`src/rtl/count_seq_pkg.sv`:
```
// Shared definitions for the counter sequencer: state encoding and default widths.
package count_seq_pkg;

  localparam int unsigned CNT_W_DEF = 3;

  // Encoding is visible on LEDG, so the values are fixed.
  typedef enum logic [1:0] {
    ST_IDLE = 2'b00,
    ST_LOAD = 2'b01,
    ST_RUN  = 2'b10,
    ST_HOLD = 2'b11
  } state_t;

endpackage

```
`src/rtl/count_seq_ctrl_if.sv`:
```
// Counter datapath bus between the sequencer (master) and the loadable counter (slave).
//   cnt_q       counter output, driven by the counter
//   cnt_d       parallel-load data, driven by the sequencer
//   cnt_load_n  active-low load strobe, driven by the sequencer
//   cnt_step    count-enable strobe, driven by the sequencer
interface count_seq_ctrl_if #(
  parameter int unsigned CNT_W = count_seq_pkg::CNT_W_DEF
);

  logic [CNT_W-1:0] cnt_q;
  logic [CNT_W-1:0] cnt_d;
  logic             cnt_load_n;
  logic             cnt_step;

  modport master (input cnt_q, output cnt_d, output cnt_load_n, output cnt_step);
  modport slave  (output cnt_q, input cnt_d, input cnt_load_n, input cnt_step);

endinterface

```
`src/rtl/key_edge.sv`:
```
// Raw active-low push-button to single-cycle press pulse.
// Synchronizer (reset to released), optional debounce filter, falling-edge detect.
// Optional feature macro: COUNT_SEQ_DEBOUNCE_EN (filter enabled when defined).
//   clk, rst  clock, async active-high reset
//   key_n     raw button, active-low
//   pulse     registered 1-cycle pulse per press
module key_edge #(
  parameter int unsigned SYNC_STAGES = 2,
  parameter int unsigned DB_CYCLES   = 1000000
) (
  input  logic clk,
  input  logic rst,
  input  logic key_n,
  output logic pulse
);

  logic [SYNC_STAGES-1:0] sync_q;
  logic                   lvl;
  logic                   lvl_prev_q;

  // Metastability synchronizer; reset to the released level.
  always_ff @(posedge clk or posedge rst) begin
    if (rst) sync_q <= '1;
    else     sync_q <= {sync_q[SYNC_STAGES-2:0], key_n};
  end

`ifdef COUNT_SEQ_DEBOUNCE_EN
  localparam int unsigned DB_W = (DB_CYCLES > 1) ? $clog2(DB_CYCLES) : 1;

  logic [DB_W-1:0] db_cnt_q;
  logic            flt_q;

  // Filtered level follows the synchronized level only after DB_CYCLES stable cycles.
  always_ff @(posedge clk or posedge rst) begin
    if (rst) begin
      db_cnt_q <= '0;
      flt_q    <= 1'b1;
    end else if (sync_q[SYNC_STAGES-1] == flt_q) begin
      db_cnt_q <= '0;
    end else if (db_cnt_q == DB_W'(DB_CYCLES - 1)) begin
      db_cnt_q <= '0;
      flt_q    <= sync_q[SYNC_STAGES-1];
    end else begin
      db_cnt_q <= db_cnt_q + DB_W'(1);
    end
  end

  assign lvl = flt_q;
`else
  logic unused_db_cycles;
  assign unused_db_cycles = (DB_CYCLES != 0);
  assign lvl = sync_q[SYNC_STAGES-1];
`endif

  // Falling edge of the clean level gives exactly one pulse per press.
  always_ff @(posedge clk or posedge rst) begin
    if (rst) begin
      lvl_prev_q <= 1'b1;
      pulse      <= 1'b0;
    end else begin
      lvl_prev_q <= lvl;
      pulse      <= lvl_prev_q & ~lvl;
    end
  end

endmodule

```
`src/rtl/count_seq_ctrl.sv`:
```
// Sequencer for the 3-bit loadable counter: button commands, load/step strobes at a
// programmable tick rate, stop at a switch-selected terminal value.
// Optional feature macro: COUNT_SEQ_DEBOUNCE_EN (button debounce in key_edge).
//   clk, rst              clock, async active-high reset
//   key_start_n           raw start/pause button, active-low
//   key_load_n            raw load button, active-low
//   sw_preset, sw_stop    preset value / terminal count
//   cnt_bus               counter bus (cnt_q in; cnt_d, cnt_load_n, cnt_step out)
//   state, running, done  FSM state, RUN indicator, sticky terminal flag
module count_seq_ctrl
  import count_seq_pkg::*;
#(
  parameter int unsigned CNT_W       = CNT_W_DEF,
  parameter int unsigned TICK_DIV    = 50000000,
  parameter int unsigned SYNC_STAGES = 2,
  parameter int unsigned DB_CYCLES   = 1000000
) (
  input  logic             clk,
  input  logic             rst,
  input  logic             key_start_n,
  input  logic             key_load_n,
  input  logic [CNT_W-1:0] sw_preset,
  input  logic [CNT_W-1:0] sw_stop,
  count_seq_ctrl_if.master cnt_bus,
  output logic [1:0]       state,
  output logic             running,
  output logic             done
);

  localparam int unsigned DIV_W = (TICK_DIV > 1) ? $clog2(TICK_DIV) : 1;

  logic             start_p;
  logic             load_p;
  state_t           state_q, state_n;
  logic [DIV_W-1:0] div_q, div_n;
  logic [CNT_W-1:0] cnt_d_q, cnt_d_n;
  logic             load_n_q, load_n_n;
  logic             step_q, step_n;
  logic             running_q, running_n;
  logic             done_q, done_n;
  logic             tick;
  logic             at_stop;

  key_edge #(.SYNC_STAGES(SYNC_STAGES), .DB_CYCLES(DB_CYCLES)) u_start_edge (
    .clk(clk), .rst(rst), .key_n(key_start_n), .pulse(start_p)
  );

  key_edge #(.SYNC_STAGES(SYNC_STAGES), .DB_CYCLES(DB_CYCLES)) u_load_edge (
    .clk(clk), .rst(rst), .key_n(key_load_n), .pulse(load_p)
  );

  assign tick    = (div_q == DIV_W'(TICK_DIV - 1));
  assign at_stop = (cnt_bus.cnt_q == sw_stop);

  // State register.
  always_ff @(posedge clk or posedge rst) begin
    if (rst) state_q <= ST_IDLE;
    else     state_q <= state_n;
  end

  // Next state; load beats start everywhere, pause beats a coincident tick.
  always_comb begin
    state_n = state_q;
    case (state_q)
      ST_IDLE: begin
        if (load_p)       state_n = ST_LOAD;
        else if (start_p) state_n = ST_RUN;
      end
      ST_LOAD: state_n = ST_IDLE;
      ST_RUN: begin
        if (load_p)               state_n = ST_LOAD;
        else if (start_p)         state_n = ST_HOLD;
        else if (tick && at_stop) state_n = ST_HOLD;
      end
      ST_HOLD: begin
        if (load_p)       state_n = ST_LOAD;
        else if (start_p) state_n = ST_RUN;
      end
      default: state_n = ST_IDLE;
    endcase
  end

  // Next values of the registered outputs and the tick divider.
  always_comb begin
    cnt_d_n   = cnt_d_q;
    load_n_n  = 1'b1;
    step_n    = 1'b0;
    running_n = (state_n == ST_RUN);
    done_n    = done_q;
    div_n     = div_q;

    if (state_n == ST_LOAD) begin
      load_n_n = 1'b0;
      done_n   = 1'b0;
      cnt_d_n  = sw_preset;
    end

    if ((state_q == ST_RUN) && tick && !load_p && !start_p) begin
      if (at_stop) done_n = 1'b1;
      else         step_n = 1'b1;
    end

    // Divider runs only while staying in RUN; entering RUN restarts the period.
    if (state_n == ST_RUN) begin
      if (state_q != ST_RUN) div_n = '0;
      else if (tick)         div_n = '0;
      else                   div_n = div_q + DIV_W'(1);
    end
  end

  // Output and divider registers.
  always_ff @(posedge clk or posedge rst) begin
    if (rst) begin
      cnt_d_q   <= '0;
      load_n_q  <= 1'b1;
      step_q    <= 1'b0;
      running_q <= 1'b0;
      done_q    <= 1'b0;
      div_q     <= '0;
    end else begin
      cnt_d_q   <= cnt_d_n;
      load_n_q  <= load_n_n;
      step_q    <= step_n;
      running_q <= running_n;
      done_q    <= done_n;
      div_q     <= div_n;
    end
  end

  assign cnt_bus.cnt_d      = cnt_d_q;
  assign cnt_bus.cnt_load_n = load_n_q;
  assign cnt_bus.cnt_step   = step_q;
  assign state              = state_q;
  assign running            = running_q;
  assign done               = done_q;

endmodule
```
`src/flat_wrapper.sv`:
```
// flat-port wrapper written by rule: the top's interface ports become plain ports
module count_seq_ctrl_flat import count_seq_pkg::*;
#(
  parameter int unsigned CNT_W       = CNT_W_DEF,
  parameter int unsigned TICK_DIV    = 50000000,
  parameter int unsigned SYNC_STAGES = 2,
  parameter int unsigned DB_CYCLES   = 1000000
)
  (clk, rst, key_start_n, key_load_n, sw_preset, sw_stop, state, running, done, cnt_bus_cnt_q, cnt_bus_cnt_d, cnt_bus_cnt_load_n, cnt_bus_cnt_step);
  count_seq_ctrl_if #(.CNT_W(CNT_W)) cnt_bus_i ();
  input  logic clk;
  input  logic rst;
  input  logic key_start_n;
  input  logic key_load_n;
  input  logic [CNT_W-1:0] sw_preset;
  input  logic [CNT_W-1:0] sw_stop;
  output logic [1:0] state;
  output logic running;
  output logic done;
  input wire logic [$bits(cnt_bus_i.cnt_q)-1:0] cnt_bus_cnt_q;
  output wire logic [$bits(cnt_bus_i.cnt_d)-1:0] cnt_bus_cnt_d;
  output wire logic [$bits(cnt_bus_i.cnt_load_n)-1:0] cnt_bus_cnt_load_n;
  output wire logic [$bits(cnt_bus_i.cnt_step)-1:0] cnt_bus_cnt_step;
  assign cnt_bus_i.cnt_q = cnt_bus_cnt_q;
  assign cnt_bus_cnt_d = cnt_bus_i.cnt_d;
  assign cnt_bus_cnt_load_n = cnt_bus_i.cnt_load_n;
  assign cnt_bus_cnt_step = cnt_bus_i.cnt_step;
  count_seq_ctrl #(.CNT_W(CNT_W), .TICK_DIV(TICK_DIV), .SYNC_STAGES(SYNC_STAGES), .DB_CYCLES(DB_CYCLES)) u_core (.clk(clk), .rst(rst), .key_start_n(key_start_n), .key_load_n(key_load_n), .sw_preset(sw_preset), .sw_stop(sw_stop), .cnt_bus(cnt_bus_i), .state(state), .running(running), .done(done));
endmodule
```
`config.mk`:
```
export PLATFORM = sky130hd
export DESIGN_NAME = count_seq_ctrl_flat
export DESIGN_NICKNAME = d
export VERILOG_FILES = /design/src/rtl/count_seq_pkg.sv /design/src/rtl/count_seq_ctrl_if.sv /design/src/rtl/key_edge.sv /design/src/rtl/count_seq_ctrl.sv /design/src/flat_wrapper.sv
export SDC_FILE = /design/constraint.sdc
export NUM_CORES = 1
export LEC_CHECK = 0
export CAP_MARGIN = 20
export CELL_PAD_IN_SITES_DETAIL_PLACEMENT = 0
export CELL_PAD_IN_SITES_GLOBAL_PLACEMENT = 1
export CORE_ASPECT_RATIO = 1.2
export CORE_MARGIN = 5
export CORE_UTILIZATION = 47
export DETAILED_ROUTE_END_ITERATION = 10
export HOLD_SLACK_MARGIN = 0.08
export PLACE_DENSITY = 0.89
export SLEW_MARGIN = 20
export SYNTH_ARGS = -nofsm -noshare
export SYNTH_HDL_FRONTEND = slang
export SYNTH_SLANG_ARGS = --single-unit
```
`constraint.sdc`:
```
create_clock -name clk -period 5.2 [get_ports clk]
set_clock_uncertainty 0.2 [all_clocks]
set_input_delay 1.3 -clock clk [delete_from_list [all_inputs] [get_ports clk]]
set_output_delay 1.3 -clock clk [all_outputs]
set_load 0.005 [all_outputs]
```
==> results <==
- The run finished with clean final reports.
- The post-route netlist has 9.80% of its cells at a drive strength greater than 1.
- Post-CTS timing repair inserted 0 buffers for setup.
- Setup total negative slack on the finished layout was measured at 0 ps.
- Leaving out fill and tap cells, the most frequent cell in the layout is o21ai_0.
- The synthesized instance count is 235.
- In the layout the commonest cells are 37 x o21ai_0, 36 x dfrtp_1, 21 x clkdlybuf4s50_1.
- The deepest clock path buffer count is 2.
- Once detail routing completed, the nets flagged for antenna violations numbered 0.
- The CTS tree is built.
- The final critical delay including setup and external delays is 3570 ps.
- Among cell families on the critical path, the largest total delay comes from compound AO/OA/AOI/OAI gates.
- The number of antenna diodes in the final layout is 0.
- The net count reported at finish is 270.
- The count of buffer and inverter cells on the critical path is 1.
- For this design, the slowest cell found on the critical path is o211ai_4.
- The setup path with the least slack is of type in2reg.
- Setup repair after global routing left no endpoint under its margin.
- Counting every sink on the clock net gives 43.
- During synthesis, Yosys emitted a total of 0 warnings.
- The worst setup path is captured at a register.
- The area added between synthesis and finish is 17.1%.
- The detailed-route vias per instance is 5.98.
- The cell at the root of the clock tree is clkbuf_8.
- The number of I/O port buffers is 21.
- The achievable clock frequency is 280 MHz.
- With fillers left out, the area of the finished cells amounts to 0.00256 mm^2.
- The total routing resource utilization after global routing is 16.9%.
- The die covers 0.00611 mm^2.
- For this run, the slowest stage of the critical path takes 620 ps.
- The count of placed standard cells including taps is 305.
- Tracing the worst setup path back leads to its startpoint at sw_stop[0].
- The worst vdd rail ir drop is 0.152 mV.
- The via count of the first global-routing pass is 1785.
- After filler insertion, the fill cell instance count of the layout stands at 425.
- The top flip-flop cell by instance count after synthesis is dfrtp_1.
- Averaged over all synthesized cells, the footprint is 9.29 um^2.
- The number of slew-limit violations in the final report is 0.
- The cell repeated most along the worst path is o21ai_0.
- The total power per unit cell area is 383 mW/mm^2.
- The share of synthesized flip-flops with an asynchronous set or reset is 100%.
- The mapped netlist covers 0.00218 mm^2.
- The tightest min-delay check is of the reg2reg type.
- The number of gates given a new drive strength after cts is 0.
- Wires add up to 4.87 mm.
- After detailed routing, the average wire length per cell comes to 15.6 um.
- The total of endpoints with negative setup slack in the final report is 0.
- For this configuration, the core starts out at a cell density of 47.9%.
- The sequential-to-total area share from yosys stat is 49.7%.
- The number of endpoints with negative hold slack in the final report is 0.
- The floorplan die height is 84.7 um.
- The start of the worst register-to-register path is u_core.state[0].
- Once layout is complete, the cells apart from fillers number 313.
- Walking the worst path, the cells encountered are clkdlybuf4s50_1 > xor2_1 > nor3_1 > a31oi_1 > o211ai_4 > o21ai_0 > o21ai_0.
- The final critical path takes up 68.7% of the cycle.
- The insertion delay of the later-clocked pin in the worst-skew pair is 290 ps.
- Summing all placed instances gives a cell area of 0.00243 mm^2.
- The floorplan has 27 rows.
- The detailed-placement wirelength estimate is 3.29 mm.
- The required time of the critical path is 5200 ps.
- The I/O pin total is 22.
- Data arrives at the worst endpoint at 3580 ps.
- The number of flops mapped to enable cells by yosys is 0.
- Counting every net in the synthesized netlist gives 251.
- The number of remaining DRC errors is 0.
- The worst pin sits at a relative slew slack of 47.7%.
- The core region area is 0.00456 mm^2.
- The transition time of the tightest slew-check pin is 778 ps.
- For this design the static power due to leakage is 1.04 nW.
- Entering global routing, the biggest net connects 44 pins.
- The element type at the critical path start is an input port.
- The initial antenna violation count came to 0.
- The first detailed-routing pass took 6 iterations.
- The final RePlAce weighted congestion is 0.792.
- The H-tree generated during clock tree synthesis spans 2 levels.
- After clock tree synthesis, the clock-pin slew on the worst setup and hold paths is 80 ps.
- The number of buffers created by CTS is 5.
- The count of distinct cell types in the synthesized netlist is 38.
- The quantity of hold-fixing buffers added after cts is 0.
- Along the worst path, the maximum fanout reaches 28.
- The first global-routing pass estimated 8.38 mm of wire.
- After global routing the overflow that remains totals 0.
- The max-cap check violation count is 0.
- The floorplan step set the die width to 72.2 um.
- Final hold analysis gives a worst-case slack of 158 ps.
- The startpoint of the tightest hold check path is u_core.u_load_edge.sync_q[0].
- The routed via count is 1873.
- The total chip power is 980 uW.
- The number of flip-flops and latches in the synthesized netlist is 43.
- The number of DRC markers after the initial detailed-route iteration is 124.
-- cell families (layout without fill, tap and decap cells) --
family	after synthesis	in the layout	share of synthesized area, %
AO/OA/AOI/OAI	72	72	18.7
AND/OR/NAND/NOR	88	88	22.7
buffers and inverters	23	43	4.41
flip-flops	43	43	49.7
adder cells (fa/ha/maj)	3	3	1.72
multiplexers	3	3	1.55
XOR/XNOR	3	3	1.20
-- synth_stat cells, drive strengths merged, types with 4 or more instances --
library cell  instances  area (um^2)
a21oi                13         65.1
a31oi                 8         50.1
and3                  8         50.1
and4                  4         35.0
clkbuf                9         35.0
dfrtp                36          901
dfstp                 7          184
inv                  12         45.0
nand2                11         41.3
nand3                13         65.1
nand4                12         75.1
nor2                 14         55.1
nor2b                 4         25.0
nor3                  5         30.0
o21ai                40          208
o31ai                 8         60.1
or3                   4         25.0
-- sequential cells by signal, indices dropped and copies added (netlist names) --
| name | count |
|---|---|
| u_core.div_q | 26 |
| u_core.cnt_bus.cnt_d | 3 |
| u_core.state | 2 |
| u_core.u_load_edge.sync_q | 2 |
| u_core.u_start_edge.sync_q | 2 |
| u_core.cnt_bus.cnt_load_n | 1 |
| u_core.cnt_bus.cnt_step | 1 |
| u_core.done | 1 |
| u_core.running | 1 |
| u_core.u_load_edge.lvl_prev_q | 1 |
| u_core.u_load_edge.pulse | 1 |
| u_core.u_start_edge.lvl_prev_q | 1 |
| u_core.u_start_edge.pulse | 1 |
-- layout make-up --
cell class / instances / area [um^2] / area share, %
clock inverter: 2 / 35.0 / 1.37
timing repair buffer: 23 / 225 / 8.81
multi-input combinational: 169 / 1010 / 39.5
sequential: 43 / 1080 / 42.4
clock buffer: 6 / 82.6 / 3.23
inverter: 12 / 45.0 / 1.76
tap: 58 / 72.6 / 2.84
-- stage by stage --
step,worst slack [ps],util [%]
final,1630,56.0
after global routing,1460,56.0
after CTS,1400,55.9
after detailed placement,1110,53.3
after global placement,1240,53.3
after floorplan,2090,-
-- path summary, 6_finish.rpt --
check,cells after the start,slack (ps),to
worst max-delay path,7,1630,u_core.div_q[15]
worst min-delay path,0,160,u_core.u_load_edge.sync_q[1]
worst max register to register,8,2190,u_core.div_q[15]
worst min register to register,0,160,u_core.u_load_edge.sync_q[1]
max in group asynchronous,3,3190,u_core.div_q[18]
min in group asynchronous,3,1240,u_core.running
-- routing by layer --
layer	track usage [%]	vias to the layer above	routed length [um]
met3	3.71	6	274
met4	4.79	0	63
met5	0	-	0
met2	28.2	50	2470
met1	21.8	921	2070
li1	-	896	-
-- where the power goes --
part           switching (mW)  internal (mW)
combinational           0.156          0.128
clock                   0.113          0.155
sequential             0.0431          0.385
total                   0.312          0.668
-- worst register-to-register path, cell delays in order (launching register included) --
cell	delay (ps)
dfrtp_1	440
inv_1	80
ha_1	290
nor2_1	90
or4_1	420
or3_1	370
nor2_2	600
nand4_1	200
o21ai_0	240
(Power assumes the default switching activity.)
